**src/rtl/cdb_arbiter.sv**
```systemverilog
// cdb_arbiter: writeback stage behind the ALU, branch and memory units.
// Each unit's result is captured into its own SLOTS-deep unordered buffer.
// Every cycle the oldest buffered result (smallest distance from rob_head)
// is loaded into the CDB output register and its slot freed.
// A branch mispredict squashes buffered and arriving results younger than
// the mispredicted branch.
// Ports:
//   clk, reset                 clock and synchronous active-high reset
//   {alu,br,mem}_valid/tag/pd/we/data   functional-unit results
//   rob_head                   oldest ROB tag, reference point for age
//   mispredict, mispredict_tag squash request and the branch's own tag
//   {alu,br,mem}_stall         registered "stop issuing" hints to the RS
//   cdb_valid/tag/pd/we/data/src   registered broadcast (src 0 ALU, 1 BR, 2 MEM)
//   overflow_err               sticky: a result arrived at a full buffer
module cdb_arbiter #(
  parameter int SLOTS        = 4,
  parameter int STALL_MARGIN = 2,
  parameter int TAG_W        = 5,
  parameter int PREG_W       = 7,
  parameter int XLEN         = 32
) (
  input  logic              clk,
  input  logic              reset,
  input  logic              alu_valid,
  input  logic [TAG_W-1:0]  alu_tag,
  input  logic [PREG_W-1:0] alu_pd,
  input  logic              alu_we,
  input  logic [XLEN-1:0]   alu_data,
  input  logic              br_valid,
  input  logic [TAG_W-1:0]  br_tag,
  input  logic [PREG_W-1:0] br_pd,
  input  logic              br_we,
  input  logic [XLEN-1:0]   br_data,
  input  logic              mem_valid,
  input  logic [TAG_W-1:0]  mem_tag,
  input  logic [PREG_W-1:0] mem_pd,
  input  logic              mem_we,
  input  logic [XLEN-1:0]   mem_data,
  input  logic [TAG_W-1:0]  rob_head,
  input  logic              mispredict,
  input  logic [TAG_W-1:0]  mispredict_tag,
  output logic              alu_stall,
  output logic              br_stall,
  output logic              mem_stall,
  output logic              cdb_valid,
  output logic [TAG_W-1:0]  cdb_tag,
  output logic [PREG_W-1:0] cdb_pd,
  output logic              cdb_we,
  output logic [XLEN-1:0]   cdb_data,
  output logic [1:0]        cdb_src,
  output logic              overflow_err
);

  localparam int IDX_W = (SLOTS > 1) ? $clog2(SLOTS) : 1;
  localparam int CNT_W = $clog2(SLOTS + 1);
  localparam logic [CNT_W-1:0] STALL_AT = CNT_W'(SLOTS - STALL_MARGIN);

  typedef struct packed {
    logic [TAG_W-1:0]  tag;
    logic [PREG_W-1:0] pd;
    logic              we;
    logic [XLEN-1:0]   data;
  } entry_t;

  // Distance from the ROB head; wraps modulo 2^TAG_W, smaller is older.
  function automatic logic [TAG_W-1:0] age_of(input logic [TAG_W-1:0] t,
                                              input logic [TAG_W-1:0] head);
    return t - head;
  endfunction

  function automatic logic [CNT_W-1:0] popcount(input logic [SLOTS-1:0] v);
    logic [CNT_W-1:0] n;
    n = {CNT_W{1'b0}};
    for (int i = 0; i < SLOTS; i++) n = n + CNT_W'(v[i]);
    return n;
  endfunction

  entry_t           slot_r [0:2][0:SLOTS-1];
  logic [SLOTS-1:0] vld_r  [0:2];

  entry_t           in_ent_s   [0:2];
  logic [2:0]       in_vld_s;
  logic [SLOTS-1:0] live_s     [0:2];
  logic [SLOTS-1:0] keep_s     [0:2];
  logic [SLOTS-1:0] free_s     [0:2];
  logic [SLOTS-1:0] cap_oh_s   [0:2];
  logic [SLOTS-1:0] nxt_vld_s  [0:2];
  logic [CNT_W-1:0] occ_s      [0:2];
  logic [2:0]       cap_ok_s;
  logic             ovf_s;
  logic             sel_found_s;
  logic [1:0]       sel_fu_s;
  logic [IDX_W-1:0] sel_slot_s;
  logic [TAG_W-1:0] sel_age_s;
  entry_t           sel_ent_s;
  logic [TAG_W-1:0] mp_age_s;

  // Gather the three functional-unit inputs into indexable form.
  always_comb begin
    in_vld_s    = {mem_valid, br_valid, alu_valid};
    in_ent_s[0] = '{tag: alu_tag, pd: alu_pd, we: alu_we, data: alu_data};
    in_ent_s[1] = '{tag: br_tag,  pd: br_pd,  we: br_we,  data: br_data};
    in_ent_s[2] = '{tag: mem_tag, pd: mem_pd, we: mem_we, data: mem_data};
  end

  // Squash filter, oldest-first selection, and next-state slot bookkeeping.
  always_comb begin
    mp_age_s    = age_of(mispredict_tag, rob_head);
    sel_found_s = 1'b0;
    sel_fu_s    = 2'd0;
    sel_slot_s  = {IDX_W{1'b0}};
    sel_age_s   = {TAG_W{1'b1}};
    sel_ent_s   = '{tag: {TAG_W{1'b0}}, pd: {PREG_W{1'b0}}, we: 1'b0, data: {XLEN{1'b0}}};
    ovf_s       = 1'b0;
    for (int f = 0; f < 3; f++) begin
      // Squashed slots neither survive nor compete this cycle.
      for (int s = 0; s < SLOTS; s++) begin
        live_s[f][s] = vld_r[f][s] &
                       ~(mispredict && (age_of(slot_r[f][s].tag, rob_head) > mp_age_s));
      end
    end
    for (int f = 0; f < 3; f++) begin
      for (int s = 0; s < SLOTS; s++) begin
        logic better;
        better      = live_s[f][s] &&
                      (!sel_found_s || (age_of(slot_r[f][s].tag, rob_head) < sel_age_s));
        sel_found_s = sel_found_s | better;
        sel_fu_s    = better ? 2'(f) : sel_fu_s;
        sel_slot_s  = better ? IDX_W'(s) : sel_slot_s;
        sel_age_s   = better ? age_of(slot_r[f][s].tag, rob_head) : sel_age_s;
        sel_ent_s   = better ? slot_r[f][s] : sel_ent_s;
      end
    end
    for (int f = 0; f < 3; f++) begin
      // The slot being broadcast this edge is already free for capture.
      keep_s[f]   = live_s[f] &
                    ~((sel_found_s && (sel_fu_s == 2'(f)))
                      ? ({{(SLOTS-1){1'b0}}, 1'b1} << sel_slot_s)
                      : {SLOTS{1'b0}});
      free_s[f]   = ~keep_s[f];
      cap_ok_s[f] = in_vld_s[f] &&
                    !(mispredict && (age_of(in_ent_s[f].tag, rob_head) > mp_age_s));
      // Isolate the lowest set bit of the free mask.
      cap_oh_s[f]  = cap_ok_s[f] ? (free_s[f] & (~free_s[f] + {{(SLOTS-1){1'b0}}, 1'b1}))
                                 : {SLOTS{1'b0}};
      nxt_vld_s[f] = keep_s[f] | cap_oh_s[f];
      occ_s[f]     = popcount(nxt_vld_s[f]);
      ovf_s        = ovf_s | (cap_ok_s[f] && (free_s[f] == {SLOTS{1'b0}}));
    end
  end

  // Slot storage, broadcast register, stall hints and sticky overflow flag.
  always_ff @(posedge clk) begin
    if (reset) begin
      for (int f = 0; f < 3; f++) vld_r[f] <= {SLOTS{1'b0}};
      cdb_valid    <= 1'b0;
      cdb_tag      <= {TAG_W{1'b0}};
      cdb_pd       <= {PREG_W{1'b0}};
      cdb_we       <= 1'b0;
      cdb_data     <= {XLEN{1'b0}};
      cdb_src      <= 2'd0;
      alu_stall    <= 1'b0;
      br_stall     <= 1'b0;
      mem_stall    <= 1'b0;
      overflow_err <= 1'b0;
    end else begin
      for (int f = 0; f < 3; f++) begin
        vld_r[f] <= nxt_vld_s[f];
        for (int s = 0; s < SLOTS; s++) begin
          if (cap_oh_s[f][s]) slot_r[f][s] <= in_ent_s[f];
        end
      end
      cdb_valid    <= sel_found_s;
      cdb_tag      <= sel_found_s ? sel_ent_s.tag : {TAG_W{1'b0}};
      cdb_pd       <= sel_found_s ? sel_ent_s.pd : {PREG_W{1'b0}};
      cdb_we       <= sel_found_s & sel_ent_s.we;
      cdb_data     <= sel_found_s ? sel_ent_s.data : {XLEN{1'b0}};
      cdb_src      <= sel_found_s ? sel_fu_s : 2'd0;
      alu_stall    <= (occ_s[0] >= STALL_AT);
      br_stall     <= (occ_s[1] >= STALL_AT);
      mem_stall    <= (occ_s[2] >= STALL_AT);
      overflow_err <= overflow_err | ovf_s;
    end
  end

endmodule
```
**config.mk**
```make
export PLATFORM = sky130hd
export DESIGN_NAME = cdb_arbiter
export DESIGN_NICKNAME = d
export VERILOG_FILES = /design/src/rtl/cdb_arbiter.sv
export SDC_FILE = /design/constraint.sdc
export NUM_CORES = 1
export LEC_CHECK = 0
export CORE_ASPECT_RATIO = 0.9
export CORE_MARGIN = 3
export CORE_UTILIZATION = 40
export CTS_CLUSTER_DIAMETER = 40
export DETAILED_ROUTE_END_ITERATION = 7
export PLACE_DENSITY_LB_ADDON = 0.25
export SYNTH_ARGS = -nofsm -noshare
export SYNTH_HDL_FRONTEND = slang
export SYNTH_SLANG_ARGS = --single-unit
```
**constraint.sdc**
```tcl
create_clock -name clk -period 86.7 [get_ports clk]
set_clock_uncertainty 0.15 [all_clocks]
set_input_delay 26.01 -clock clk [delete_from_list [all_inputs] [get_ports clk]]
set_output_delay 26.01 -clock clk [all_outputs]
set_load 0.02 [all_outputs]
```
# After elaboration in Yosys (flattened, before gate mapping)

Memory sizes are Yosys's and may differ from the RTL's.
Index checks and enable logic that the tools add are counted.

Add/sub/neg operators: 28
$lt $le $gt $ge: 29
Eq/ne operators: 2
Shifts and indexed selects: 1
Multiplexer cells: 90
Bitwise operators: 61
Reductions and logical operators: 65

Operators with widths:

| operator                                                                            | count |
|---|---|
| 45-bit two-way mux                                                                  | 12 |
| 5-bit subtractor                                                                    | 16 |
| 5-bit greater-than comparator                                                       | 15 |
| 5-bit less-than comparator                                                          | 11 |
| 5-bit two-way mux                                                                   | 11 |
| 1-bit two-way mux                                                                   | 44 |
| 4-bit two-way mux                                                                   | 9 |
| 4-bit inverter                                                                      | 9 |
| 1-bit logical AND                                                                   | 35 |
| 2-bit two-way mux                                                                   | 14 |
| 4-bit bitwise AND                                                                   | 6 |
| 1-bit bitwise OR                                                                    | 17 |
| 1-bit zero test                                                                     | 14 |
| 1-bit bitwise AND                                                                   | 13 |
| 1-bit inverter                                                                      | 13 |
| 4-bit by 1-bit adder with 4-bit output, second input constant                       | 3 |
| 4-bit zero test                                                                     | 3 |
| 4-bit bitwise OR                                                                    | 3 |
| 1-bit logical OR                                                                    | 11 |
| 2-bit by 1-bit adder with 3-bit output                                              | 3 |
| 3-bit by 1-bit adder with 3-bit output                                              | 3 |
| 3-bit by 2-bit greater-or-equal comparator with 1-bit output, second input constant | 3 |
| 1-bit by 1-bit adder with 2-bit output                                              | 3 |
| 1-bit by 2-bit left shift with 4-bit output, first input constant                   | 1 |
| 4 further kinds                                                                     | 4 |

Register bits after elaboration: 52
RAM bits: 552
Bits of input ports: 151
Output and inout port bits: 52
Word-level logic and storage cells: 288
Memories: 2

Memory list:

| name   | words | width | rd ports | clocked after Yosys merged registers in | write ports | RTL line | source |
|---|---|---|---|---|---|---|---|
| slot_r | 3     | 180   | 3        | 0                                       | 3           | 78       | `entry_t slot_r [0:2][0:SLOTS-1];` |
| vld_r  | 3     | 4     | 3        | 0                                       | 3           | 79       | `logic [SLOTS-1:0] vld_r [0:2];` |

# Logic depth before layout (Yosys ltp)

Gate-level depths: netlist (run 1).
An unclocked memory read counts as a cell.

Depth after elaboration: 66
Gate-level depth with buffers: 127
Depth with buffers taken out: 119

# Worst setup path after synthesis (run 1)

Ideal clock, no wire load.

Path kind: in2reg
From: input rob_head[1]
To: memory slot_r[2][0] (netlist name), enable pin
Setup time: 575 ps
Arrival: 52,486 ps
Data required time: 85,975 ps
Setup slack: 33,488 ps
Stages on the path: 114
Buffers on the path: 10
Cell sequence: inv_1 fa_1 a21oi_1 nor2_1 nor2_1 xnor2_1 ha_1 a31o_1 o221ai_1 nand2_1 nor2_1 ha_1 nand2_1 nor2_1 a31o_2 a211o_1 o211a_1 clkbuf_1 (+78 left out) nor3b_1 and3_1 a311oi_2 buf_2 buf_2 nand2_1 o21ai_0 ha_1 a21o_1 a21o_1 a21oi_1 nand2_1 a21oi_1 or2_2 clkbuf_1 a221oi_1 nor2_1 nor4b_1

RTL lines:

| item            | RTL line | source |
|---|---|---|
| start, declared | 39       | `input logic [TAG_W-1:0] rob_head,` |
| end, declared   | 78       |  |

==> results of run 1 <==
synthesized netlist by cell type (52+ instances only):
| cell type | count |
|---|---|
| o21ai_0 | 96 |
| o22ai_1 | 86 |
| dfxtp_1 | 64 |
| a211oi_1 | 58 |
| inv_1 | 73 |
| ha_1 | 157 |
| edfxtp_1 | 540 |
| nand2_1 | 307 |
| nor3_1 | 62 |
| clkbuf_1 | 121 |
| a21o_1 | 52 |
| nand3_1 | 70 |
| a21oi_1 | 279 |
| nor2_1 | 259 |
| xnor2_1 | 59 |
power by group:
| group | internal (mW) | leakage [nW] | switching, mW |
|---|---|---|---|
| Clock | 0.235 | 1.56 | 0.141 |
| Combinational | 0.139 | 6.22 | 0.251 |
| Sequential | 0.340 | 5.42 | 0.00605 |
registers in the layout, indices dropped and copies added, names as in the netlist:
register and cells:
cdb_valid 1, mem_stall 1, alu_stall 1, vld_r 12
cdb_we 1, cdb_pd 7, cdb_data 32, overflow_err 1
slot_r 540, cdb_tag 5, cdb_src 2, br_stall 1
path summary, 6_finish.rpt:
check | slack, ps | endpoint | from
worst max-delay path | 30090 | slot_r[1][142] | rob_head[0]
worst min-delay path | 360 | cdb_data[26] | slot_r[2][26]
worst max register to register | 56130 | slot_r[1][142] | slot_r[0][175]
worst min register to register | 360 | cdb_data[26] | slot_r[2][26]
tightest hold or removal path: cells and delay by family (launching register included):
| family | cells | cell delay, ps |
|---|---|---|
| DFF | 1 | 320 |
| and+or+nand+nor | 1 | 50 |
| AOI/OAI and AO/OA | 1 | 110 |
metrics by stage:
step	cells	utilization	power, mW	setup WS (ps)	hold WS [ps]
floorplan	2640	-	0.603	33490	331
global placement	3712	0.450	0.741	30270	347
detailed placement	3712	0.450	0.745	29470	347
CTS	3884	0.494	1.12	30080	359
global route	3884	0.494	1.18	27230	390
finish	3884	0.494	1.11	30090	363
layout make-up:
type                    instances  area, sq um  share of cell area
inverters                      74          278             0.00765
clock buffers                 106         2430              0.0669
well taps                     960         1200              0.0331
flip-flops and latches        604        17500               0.482
repair buffers                243         2330              0.0642
clock inverters                66          816              0.0225
multi-input cells            1831        11700               0.323
kinds of logic after synthesis:
logic type | count (synthesis) | share of synthesized area
fa+ha+maj | 186 | 0.0821
xor+xnor | 85 | 0.0260
flops | 604 | 0.587
compound gates | 750 | 0.159
buf+inv | 205 | 0.0260
simple gates | 804 | 0.118
mux | 6 | 0.00218
layer usage:
metal | global-route usage | vias to the layer above | routed length [um]
li1 | - | 10300 | -
met1 | 0.292 | 10700 | 37000
met2 | 0.379 | 659 | 43400
met3 | 0.0372 | 124 | 5080
met4 | 0.0595 | 0 | 2080
met5 | 0 | - | 0
==> metrics, run 1 <==
Final Cycle Share 0.653; gr usage total 0.221; 1st-iter DRT viols 1762; initial antenna violation count 1; Levels on crit path 116; Hold-fix buffers, CTS 0; final setup vio count 0; Fillers 6489; Yosys Warn Count 0; CTS clk-pin slew, worst paths 60 ps; Slew HR 0.214; largest net degree at the start of global routing 100; max-slew violations 0; Critical Path Max Stage Delay 970 ps; Pre-antenna DRT Iters 5; power per cell area 30.7 nW/um^2; asr flop ratio synth 0; I/O pins 203; CTS HTree Levels 3; Seq/Total Area, Yosys 0.587; antenna fix cells 0; commonest non-fill, non-tap cells in the layout 540 x edfxtp_1, 307 x nand2_1, 277 x a21oi_1; CP startpoint kind input pin; R2R depth 113; DR WL/cell 22.5 um; WP data required 86790 ps; Vias/cell 5.61; height of the die 265 um; TritonCTS buffer count 91; DP Area 33000 sq um; synthesized area 29800 sq um; DIE AREA 77800 sq um; Cell Rows 94; Root Buffer clkbuf_16; CP endpoint kind flop; CP top delay family compound AO/OA/AOI/OAI gates; post-CTS setup buffers 0; share of cells above drive strength 1 0.0865; design area 36300 sq um; number of global-route vias before repair 21700; Post-synth EDFFs 540; CTS resizes 0; post-synth cell types 95; Die X 294 um; Slowest cell on crit path and2_2; Worst Max-Slew Pin Slew 1180 ps; antenna-violating nets left 0; endpoints failing hold 0; P_leak 13.2 nW; Clock Latency Late Sink 650 ps; Worst EP arrival 56700 ps; status complete, no violations; RD Place Congestion 0.926; Initial Util 0.406; hold crit path type reg -> reg; Cells after Synth 2640; CTS sink count 604; top cell type's share of synthesized area 0.544; Core ar. 73400 sq um; CTS Buffer Depth 3; leading cell type in the layout, fill and taps excluded edfxtp_1; TritonCTS clock tree yes; global-route wire length before repair 132000 um; nets@finish 3172; DR DRC count 0; setup_tns 0 ps; Hold Crit Depth 2; fin crit period 56610 ps; half-perimeter wire length after placement 60700 um; Avg Inst Size Synth 11.3 sq um; IO Port Bufs 202; crit path max fanout 99; overall routed net length 87600 um; Max-cap violations 0; Crit path top cell by count a21oi_1; CP Class in -> reg; Syn Nets 2967; vias 21800; CP Buf/Inv Count 15; Layout area overhead 21.8%; RSZ-0062 raised after global routing false; worst vdd ir 0.0162 mV; post-synth top area cell edfxtp_1; main flop type after synthesis edfxtp_1; Synth Register Bits 604; largest cells by area after synthesis edfxtp_1 54%, ha_1 6.6%, a21oi_1 4.7%; grt total ovfl 0; fmax 17.7 MHz
(Power assumes the default switching activity.)
==> run 2: changes to the inputs <==
clock period = 46.2 ns   (was 86.7 ns; I/O delays follow)
==> metrics, run 2 (synthesis gave the netlist of run 1 again) <==
crit path max fanout 97; Die X 294 um; R2R Path End slot_r[1][176]; IO Port Bufs 202; TritonCTS buffer count 87; Max-cap violations 0; register-to-register setup slack 18310 ps; RD Place Congestion 0.880; global-route wire length before repair 133000 um; r2r startpoint slot_r[0][175]; DIE AREA 77800 sq um; R2R depth 113; WHS 354 ps; Core ar. 73400 sq um; Worst Max-Slew Pin Slew 1090 ps; met3 wire len 5050 um; status complete, no violations; half-perimeter wire length after placement 60400 um; Vias/cell 5.61; Root Buffer clkbuf_16; Pre-antenna DRT Iters 6; Worst Setup SP rob_head[0]; final setup vio count 0; initial antenna violation count 1; power per cell area 56.3 nW/um^2; Worst EP arrival 41810 ps; antenna-violating nets left 0; gr usage total 0.223; endpoints failing hold 0; Clock Latency Late Sink 630 ps; RSZ-0062 raised after global routing false; DR WL/cell 22.7 um; P_leak 13.0 nW; post-CTS setup buffers 0; wire length on met2 43700 um; CP startpoint kind input pin; Worst setup endpoint slot_r[1][176]; CTS resizes 0; Top Registers slot_r x540, cdb_data x32, vld_r x12; CTS Buffer Depth 3; fmax 24.0 MHz; max-slew violations 0; max reg flops 540; CP Class in -> reg; vias 21800; Met1 Wirelength 37200 um; setup_tns 0 ps; I/O pins 203; number of global-route vias before repair 21900; height of the die 265 um; Final Cycle Share 0.903; Layout area overhead 20.8%; CTS HTree Levels 3; WP data required 46290 ps; grt total ovfl 0; hold crit path type reg -> reg; share of cells above drive strength 1 0.0853; design area 36000 sq um; Initial Util 0.406; post-layout util 0.490; Critical Path Max Stage Delay 770 ps; Slowest cell on crit path a2111oi_0; 1st-iter DRT viols 1709; Hold Crit Depth 2; nets@finish 3172; fin crit period 41720 ps; Cell Rows 94; commonest non-fill, non-tap cells in the layout 540 x edfxtp_1, 307 x nand2_1, 277 x a21oi_1; leading cell type in the layout, fill and taps excluded edfxtp_1; highest metal used met4; DR DRC count 0; Hold-fix buffers, CTS 0; Slew HR 0.264; DP Area 33100 sq um; CTS clk-pin slew, worst paths 60 ps; largest net degree at the start of global routing 98; TritonCTS clock tree yes; antenna fix cells 0; Largest Register slot_r; overall routed net length 88200 um; worst vdd ir 0.0327 mV; CP endpoint kind flop; CTS sink count 604
==> run 2: cell types whose count changed in the layout (fill, tap and decap cells not counted), moves of 2 or more <==
cell	before	now
clkinvlp_4	7	13
clkinv_16	5	2
clkbuf_16	94	88
inv_16	0	2
bufinv_16	10	4
clkbuf_8	3	1
buf_4	41	44
clkinv_4	7	11
clkinv_2	14	10
==> run 2: where the power goes <==
part | switching [mW] | leakage, nW | total, mW | internal [mW]
Combinational | 0.471 | 6.25 | 0.734 | 0.263
Sequential | 0.0113 | 5.42 | 0.649 | 0.637
Clock | 0.259 | 1.38 | 0.643 | 0.384
Total | 0.742 | 13.0 | 2.03 | 1.28
==> run 2: per-stage QoR <==
step / worst slack, ps / power [mW] / cells
after global placement: 4650 / 1.39 / 3716
final: 4480 / 2.03 / 3880
after detailed placement: 4100 / 1.40 / 3716
after global routing: 2270 / 2.14 / 3880
after floorplan: 5140 / 1.13 / 2640
after CTS: 4640 / 2.05 / 3880
==> run 2: worst min path at each step <==
stage / slack (ps) / endpoint / startpoint
CTS: 360 / cdb_data[10] / slot_r[2][10]
finish: 350 / cdb_data[10] / slot_r[2][10]
global placement: 350 / cdb_data[25] / slot_r[2][25]
global route: 400 / cdb_data[30] / slot_r[2][30]
floorplan: 330 / cdb_data[0] / slot_r[2][0]
detailed placement: 350 / cdb_data[7] / slot_r[2][7]
==> run 2: layer usage <==
layer,vias to the layer above,track usage
li1,10300,-
met1,10700,0.290
met2,679,0.384
met3,123,0.0413
met4,0,0.0609
met5,-,0
==> run 2: layout make-up <==
cell class | instances | area [sq um]
Tap cell | 960 | 1200
Clock inverter | 67 | 661
Clock buffer | 97 | 2250
Fill cell | 6520 | 37400
Timing Repair Buffer | 247 | 2370
Multi-Input combinational cell | 1831 | 11700
Sequential cell | 604 | 17500
Inverter | 74 | 278
==> run 2: worst max-delay path, delay by kind of cell <==
| family | cells | cell delay, ps |
|---|---|---|
| xor+xnor | 1 | 130 |
| buf+inv | 12 | 4910 |
| simple gates | 32 | 6140 |
| fa+ha+maj | 15 | 4490 |
| mux | 2 | 710 |
| compound gates | 54 | 11420 |
